[src/rtl/emb_table_trainer.sv]
// Owns word/context embedding tables and sequences one skip-gram step per request.
// Latency: accept -> resp_valid after 3+EVAL_CYC edges; req_ready returns one cycle later.
// Backpressure: req_ready only in IDLE with no load pending; loads outside IDLE are dropped.
module emb_table_trainer #(
  parameter int DIM      = 3,
  parameter int W        = 16,
  parameter int ADDR_W   = 4,
  parameter int EVAL_CYC = 1
) (
  input  logic                clk,
  input  logic                rst,
  input  logic                load_en,
  input  logic                load_sel,
  input  logic [ADDR_W-1:0]   load_addr,
  input  logic [DIM*W-1:0]    load_data,
  input  logic                rd_sel,
  input  logic [ADDR_W-1:0]   rd_addr,
  output logic [DIM*W-1:0]    rd_data,
  input  logic                req_valid,
  output logic                req_ready,
  input  logic [ADDR_W-1:0]   req_word_idx,
  input  logic [ADDR_W-1:0]   req_ctx_idx,
  input  logic [W-1:0]        req_y_actual,
  output logic [DIM*W-1:0]    word_embv,
  output logic [DIM*W-1:0]    context_embv,
  output logic [W-1:0]        y_actual,
  input  logic [DIM*W-1:0]    new_word_embv,
  input  logic [DIM*W-1:0]    new_context_embv,
  input  logic [W-1:0]        y,
  input  logic [W-1:0]        error,
  output logic                resp_valid,
  output logic [W-1:0]        resp_y,
  output logic [W-1:0]        resp_error
);

  localparam int VW    = DIM * W;
  localparam int NENT  = 1 << ADDR_W;
  localparam int CNT_W = (EVAL_CYC > 1) ? $clog2(EVAL_CYC) : 1;
  localparam logic [CNT_W-1:0] CNT_LAST = CNT_W'(EVAL_CYC - 1);

  typedef enum logic [2:0] {S_IDLE, S_FETCH, S_EVAL, S_WRITE, S_RESP} state_t;

  state_t              state_q, state_d;
  logic [CNT_W-1:0]    cnt_q, cnt_d;
  logic [ADDR_W-1:0]   widx_q, widx_d, cidx_q, cidx_d;
  logic [W-1:0]        ylab_q, ylab_d;
  logic [VW-1:0]       wemb_q, wemb_d, cemb_q, cemb_d;
  logic [W-1:0]        yact_q, yact_d, ry_q, ry_d, re_q, re_d;
  logic [VW-1:0]       rd_q;

  // Tables are deliberately left out of reset; only the sequencer state is cleared.
  logic [VW-1:0]       wtab_q [NENT];
  logic [VW-1:0]       ctab_q [NENT];

  logic                wtab_we, ctab_we;
  logic [ADDR_W-1:0]   wtab_addr, ctab_addr;
  logic [VW-1:0]       wtab_wdat, ctab_wdat;

  // Next-state, handshake and table-write decode; load wins over a same-cycle request.
  always_comb begin
    state_d    = state_q;
    cnt_d      = cnt_q;
    widx_d     = widx_q;
    cidx_d     = cidx_q;
    ylab_d     = ylab_q;
    wemb_d     = wemb_q;
    cemb_d     = cemb_q;
    yact_d     = yact_q;
    ry_d       = ry_q;
    re_d       = re_q;
    req_ready  = 1'b0;
    resp_valid = 1'b0;
    wtab_we    = 1'b0;
    ctab_we    = 1'b0;
    wtab_addr  = load_addr;
    ctab_addr  = load_addr;
    wtab_wdat  = load_data;
    ctab_wdat  = load_data;
    case (state_q)
      S_IDLE: begin
        req_ready = !load_en;
        if (load_en) begin
          wtab_we = !load_sel;
          ctab_we = load_sel;
        end else if (req_valid) begin
          widx_d  = req_word_idx;
          cidx_d  = req_ctx_idx;
          ylab_d  = req_y_actual;
          state_d = S_FETCH;
        end
      end
      S_FETCH: begin
        wemb_d  = wtab_q[widx_q];
        cemb_d  = ctab_q[cidx_q];
        yact_d  = ylab_q;
        cnt_d   = '0;
        state_d = S_EVAL;
      end
      S_EVAL: begin
        if (cnt_q == CNT_LAST) state_d = S_WRITE;
        else                   cnt_d   = cnt_q + CNT_W'(1);
      end
      S_WRITE: begin
        wtab_we   = 1'b1;
        ctab_we   = 1'b1;
        wtab_addr = widx_q;
        ctab_addr = cidx_q;
        wtab_wdat = new_word_embv;
        ctab_wdat = new_context_embv;
        ry_d      = y;
        re_d      = error;
        state_d   = S_RESP;
      end
      S_RESP: begin
        resp_valid = 1'b1;
        state_d    = S_IDLE;
      end
      default: state_d = S_IDLE;
    endcase
  end

  // Sequencer and presented-vector registers with synchronous reset.
  always_ff @(posedge clk) begin
    if (rst) begin
      state_q <= S_IDLE;
      cnt_q   <= '0;
      widx_q  <= '0;
      cidx_q  <= '0;
      ylab_q  <= '0;
      wemb_q  <= '0;
      cemb_q  <= '0;
      yact_q  <= '0;
      ry_q    <= '0;
      re_q    <= '0;
    end else begin
      state_q <= state_d;
      cnt_q   <= cnt_d;
      widx_q  <= widx_d;
      cidx_q  <= cidx_d;
      ylab_q  <= ylab_d;
      wemb_q  <= wemb_d;
      cemb_q  <= cemb_d;
      yact_q  <= yact_d;
      ry_q    <= ry_d;
      re_q    <= re_d;
    end
  end

  // Table writes; suppressed under reset so an aborted step never writes back.
  always_ff @(posedge clk) begin
    if (!rst && wtab_we) wtab_q[wtab_addr] <= wtab_wdat;
    if (!rst && ctab_we) ctab_q[ctab_addr] <= ctab_wdat;
  end

  // Registered readback; a same-edge write shows up on the following read.
  always_ff @(posedge clk) begin
    if (rst) rd_q <= '0;
    else     rd_q <= rd_sel ? ctab_q[rd_addr] : wtab_q[rd_addr];
  end

  assign rd_data      = rd_q;
  assign word_embv    = wemb_q;
  assign context_embv = cemb_q;
  assign y_actual     = yact_q;
  assign resp_y       = ry_q;
  assign resp_error   = re_q;

endmodule
[config.mk]
export PLATFORM = sky130hd
export DESIGN_NAME = emb_table_trainer
export DESIGN_NICKNAME = d
export VERILOG_FILES = /design/src/rtl/emb_table_trainer.sv
export SDC_FILE = /design/constraint.sdc
export NUM_CORES = 2
export LEC_CHECK = 0
export CAP_MARGIN = 15
export CORE_MARGIN = 2
export CORE_UTILIZATION = 60
export CTS_CLUSTER_DIAMETER = 100
export DETAILED_ROUTE_END_ITERATION = 6
export PLACE_DENSITY_LB_ADDON = 0.12
export SETUP_SLACK_MARGIN = 0.1
export SLEW_MARGIN = 10
export SYNTH_ARGS = -nofsm -noshare
export SYNTH_HDL_FRONTEND = slang
export SYNTH_SLANG_ARGS = --single-unit
[constraint.sdc]
create_clock -name clk -period 5.1 [get_ports clk]
set_clock_uncertainty 0.15 [all_clocks]
set_input_delay 0.51 -clock clk [delete_from_list [all_inputs] [get_ports clk]]
set_output_delay 0.51 -clock clk [all_outputs]
set_load 0.01 [all_outputs]
Word-level counts from Yosys, hierarchy flattened
Memory sizes are Yosys's and may differ from the RTL's. A register that Yosys moved wholly into a read port is not among the register bits.
Cells that the tools add are included.
Widths: inputs -> output; s select.
{"block": "word_totals", "ff_bits": 124, "latchBits": 0, "mem_bits_rw": 1536, "romBits": 0, "in_bits": 214, "output_inout_bits": 194, "word_cells": 50, "mem_count": 2}
{"name": "ctab_q", "words": 16, "width": 48, "read_ports": 2, "rd_clocked_by_memory_dff": 1, "write_ports": 1, "line_no": "53", "source": "logic [VW-1:0] ctab_q [NENT];"}
{"name": "wtab_q", "words": 16, "width": 48, "read_ports": 2, "rd_clocked_by_memory_dff": 1, "write_ports": 1, "line_no": "52", "source": "logic [VW-1:0] wtab_q [NENT];"}
{"block": "classes", "add_sub_neg": 1, "mul": 0, "n_div": 0, "magnitude_cmp": 0, "eq_ne": 7, "n_shift": 0, "mux": 21, "bitwise": 1, "reduce_logical": 9}
{"cell": "$mux 48", "n": 3}
{"cell": "$pmux 3 s4", "n": 1}
{"cell": "$mux 1", "n": 9}
{"cell": "$mux 3", "n": 3}
{"cell": "$mux 4", "n": 2}
{"cell": "$eq 3x2->1 const B", "n": 2}
{"cell": "$ne 2x2->1 const B", "n": 3}
{"cell": "$pmux 1 s2", "n": 3}
{"cell": "$reduce_and 3->1", "n": 2}
{"cell": "$eq 3x1->1 const B", "n": 1}
{"cell": "$eq 3x3->1 const B", "n": 1}
{"cell": "$logic_not 1->1", "n": 3}
{"cell": "$logic_not 3->1", "n": 1}
{"cell": "$logic_and 1x1->1", "n": 2}
{"cell": "$reduce_bool 2->1", "n": 1}
{"cell": "$add 1x1->1 const B", "n": 1}
{"cell": "$not 1->1", "n": 1}

Longest topological paths before layout
{"block": "logic_depth", "ltp_word": 6, "ltp_mapped": 9, "mapped_depth_nobuf": 4}

Worst setup path before layout
Ideal clock, no wire load.
{"block": "synth_timing", "path_type": "flip-flop to flip-flop", "from": "register cidx_q[1]", "to": "memory ctab_q[15][0] in the netlist's numbering (enable)", "setup_ps": 459, "arrival_time_ps": 3650, "t_required_ps": 4491, "path_slack_ps": 841, "path_stages_with_launch": 7, "path_buffers": 3, "period_less_slack_ps": 4259, "cell_sequence": "dfxtp_1 -> clkbuf_1 -> clkbuf_1 -> buf_1 -> nand3_1 -> a21oi_1 -> nor2b_1"}
{"block": "synth_between", "elab_chain_len": 1}
{"item": "start, declared", "line_no": "45", "source": "logic [ADDR_W-1:0] widx_q, widx_d, cidx_q, cidx_d;"}
{"item": "start signal, assigned", "line_no": "139", "source": "cidx_q <= cidx_d;"}
{"item": "$mux 4", "line_no": "79", "source": "case (state_q)"}
{"item": "end, declared", "line_no": "53"}
Every way passes these cells.

Worst setup path after layout
{"block": "layout_timing", "from": "register state_q[2]", "to": "memory wtab_q[6][8] in the netlist's numbering, data pin"}
{"block": "layout_between", "elab_chain_len": 2}
{"item": "start, declared", "line_no": "43", "source": "state_t state_q, state_d;"}
{"item": "start signal, assigned", "line_no": "136", "source": "state_q <= state_d;"}
{"item": "$eq 3x2->1", "line_no": "79"}
{"item": "$mux 48", "line_no": "79"}
{"item": "via wtab_wdat[8]", "line_no": "57", "source": "logic [VW-1:0] wtab_wdat, ctab_wdat;"}
{"item": "end, declared", "line_no": "52"}
The timed path passes the listed nets, and every way through them passes these cells.

==> results.toml <==
[timing]
fmax_ghz = 0.302
setup_viol = 0
min_period_ps = 3310
max_slew_margin_pct = 18.8
hold_viol_final = 0
final_min_period_over_clock_period_pct = 64.9
maxSlewViolCount = 0
worst_slew_pin_slew_ps = 1220
tns_ps = 0
fin_ws_ps = 1790
rsz0062_at_grt = "false"

[clocking]
htreeDepth = 4
cts_sinks = 1755
cts_tree = "done"
clockRootBuffer = "clkbuf_16"
cts-hold-fix-buffers = 0
cts_resized = 0
cts_max_path_buffers = 3
numCtsBuffers = 174
clkTransAtPathRegs_ps = 60
clock_latency_ps = 810
post_cts_buffers = 0

[routing]
drc = 0
wl_per_cell_um = 36.3
drt_iter0_drc = 7660
vias = 45509
vias_per_cell = 7.29
drt.antenna.violating_nets = 0
first_pass_iters = 5
wl_mm = 226

[logic_synthesis]
ys_ff_latch = 1755
ys_async_sr_fraction_pct = 0
synth_fp_nets = 4269
ys.flop_type = "edfxtp_1"
yosysSeqAreaShare_pct = 65.6
synth_edf_count = 1536
syn_area_um2 = 76900
synth_cell_types = 41
yosysWarnings = 0
avgSynthCellArea_um2 = 19.0
syn_inst = 4055

[place]
io_buffers = 407
gp_congestion = 0.912
postPlaceCellArea_um2 = 82900
placed_cells = 5908
hpwl_mm = 142
dp_worst_setup_slack_ps = 1370

[worst_setup_path]
critPathMaxFanout = 54
cp.arrival_ps = 3680
r2r_setup_slack_ps = 1790
r2r_cells = 5
crit_chain = "nand3b_1 > buf_4 > buf_4 > nand2_1 > nand2_1"
end_kind = "flop"
slowest_delay_ps = 650
critical_path.slowest_cell = "buf_4"
crit_cells = 5
start_kind = "flop"
crit_buf_inv = 2
critPathKind = "flop to flop"
required_ps = 5470
critPathTopFamily = "simple AND/OR/NAND/NOR gates"

[power_and_ir_drop]
ir_drop_mv = 0.268
power.density_nw_per_um2 = 356
p_leak_nw = 27.7

[layout]
finalNonFillerCells = 6241
final_area_um2 = 88700
layout-drive-gt1-share_pct = 28.3
nets = 4637
fill_cells = 7857
finish.utilization_pct = 69.6
final_cell_mix = "edfxtp_1, mux4_2, nand2_1, clkdlybuf4s50_1, dfxtp_1"
final_common_cell = "edfxtp_1"
area_growth_pct = 15.3

[global_routing]
grt_pass1_vias = 43990
track_usage_pct = 34.9
grt_overflow = 0
antenna_found_initial = 8
grt_pass1_wl_mm = 322
grt_max_degree = 155

[die]
dieWidth_um = 362
initial_core_util_pct = 60.4
num_rows = 131
dieArea_um2 = 131000
core-area_um2 = 127000
ios = 408
die_y_um = 362

[min_path]
whs_path_depth = 3
hp-class = "input port to flop"

[outcome]
outcome = "finished, final reports clean"

[flow_run]
drv_cap = 0
kinds of logic (layout without fill, tap and decap cells):
family                 count (synthesis)  after routing  share of synthesized area, %
AND/OR/NAND/NOR                      612            612                          3.25
XOR/XNOR                               1              1                        0.0114
buffers and inverters                328            847                          2.03
multiplexers                         874            874                          24.6
flip-flops                          1755           1755                          65.6
AO/OA/AOI/OAI                        485            485                          4.49
other                                  0              5                             0
worst register-to-register path: stages (launching register included):
cell and delay [ps]:
dfxtp_1 490, nand3b_1 180, buf_4 330, buf_4 660
nand2_1 580, nand2_1 630
power breakdown:
group	switching, mW	internal [mW]
clock network	5.41	7.48
registers	0.126	15.8
logic	1.60	1.16
total	7.14	24.5
flip-flops by register name, indices dropped and copies added (netlist names), 48 cells and up:
signal	flops
context_embv	48
word_embv	48
wtab_q	768
ctab_q	768
rd_data	48
final timing paths:
check | startpoint | end
max | state_q[2]$_SDFFE_PP0P_ | wtab_q[6][8]$_DFFE_PP_
min | req_ctx_idx[0] | cidx_q[0]$_SDFFE_PP0P_
min reg2reg | ylab_q[10]$_SDFFE_PP0P_ | y_actual[10]$_SDFFE_PP0N_
max reg2reg | state_q[2]$_SDFFE_PP0P_ | wtab_q[6][8]$_DFFE_PP_
Yosys cell counts (10+ instances only):
cell / n / area share (%)
buf_4: 22 / 0.21
buf_6: 15 / 0.22
nor2b_1: 22 / 0.18
mux4_2: 806 / 24
clkbuf_1: 173 / 0.84
nor2_1: 32 / 0.16
a211oi_1: 10 / 0.098
buf_2: 93 / 0.60
a21oi_1: 78 / 0.51
nand2_1: 485 / 2.4
mux2_2: 58 / 0.85
a22o_1: 96 / 1.1
edfxtp_1: 1536 / 60
o22ai_1: 86 / 0.70
a2111oi_0: 10 / 0.11
buf_1: 18 / 0.088
a22oi_1: 192 / 1.9
mux2i_1: 10 / 0.13
dfxtp_1: 219 / 5.7
nor3_1: 44 / 0.29
layout make-up:
class                      instances  area, µm²  area share [%]
clock buffer                     258       5100            5.75
antenna                            5       12.5          0.0141
timing repair buffer             515       5100            5.75
tap                             1662       2080            2.34
inverter                           5       18.8          0.0212
multi-input combinational       1972      25200            28.4
clock inverter                    69        637           0.718
sequential                      1755      50500            57.0
metrics by stage:
step,hold WS (ps),power (mW)
final,88.5,31.6
after CTS,45.4,31.7
after detailed placement,292,19.0
after global placement,286,18.9
after floorplan,282,17.8
after global routing,90.7,32.4
layer usage:
| layer | up-vias | track usage (%) | share of wire [%] |
|---|---|---|---|
| met2 | 3427 | 49.7 | 45 |
| met1 | 23886 | 51.7 | 37 |
| li1 | 17832 | - | - |
| met4 | 10 | 8.82 | 2.3 |
| met5 | - | 0 | 0.032 |
| met3 | 354 | 12.9 | 16 |
(Power assumes the default switching activity.)
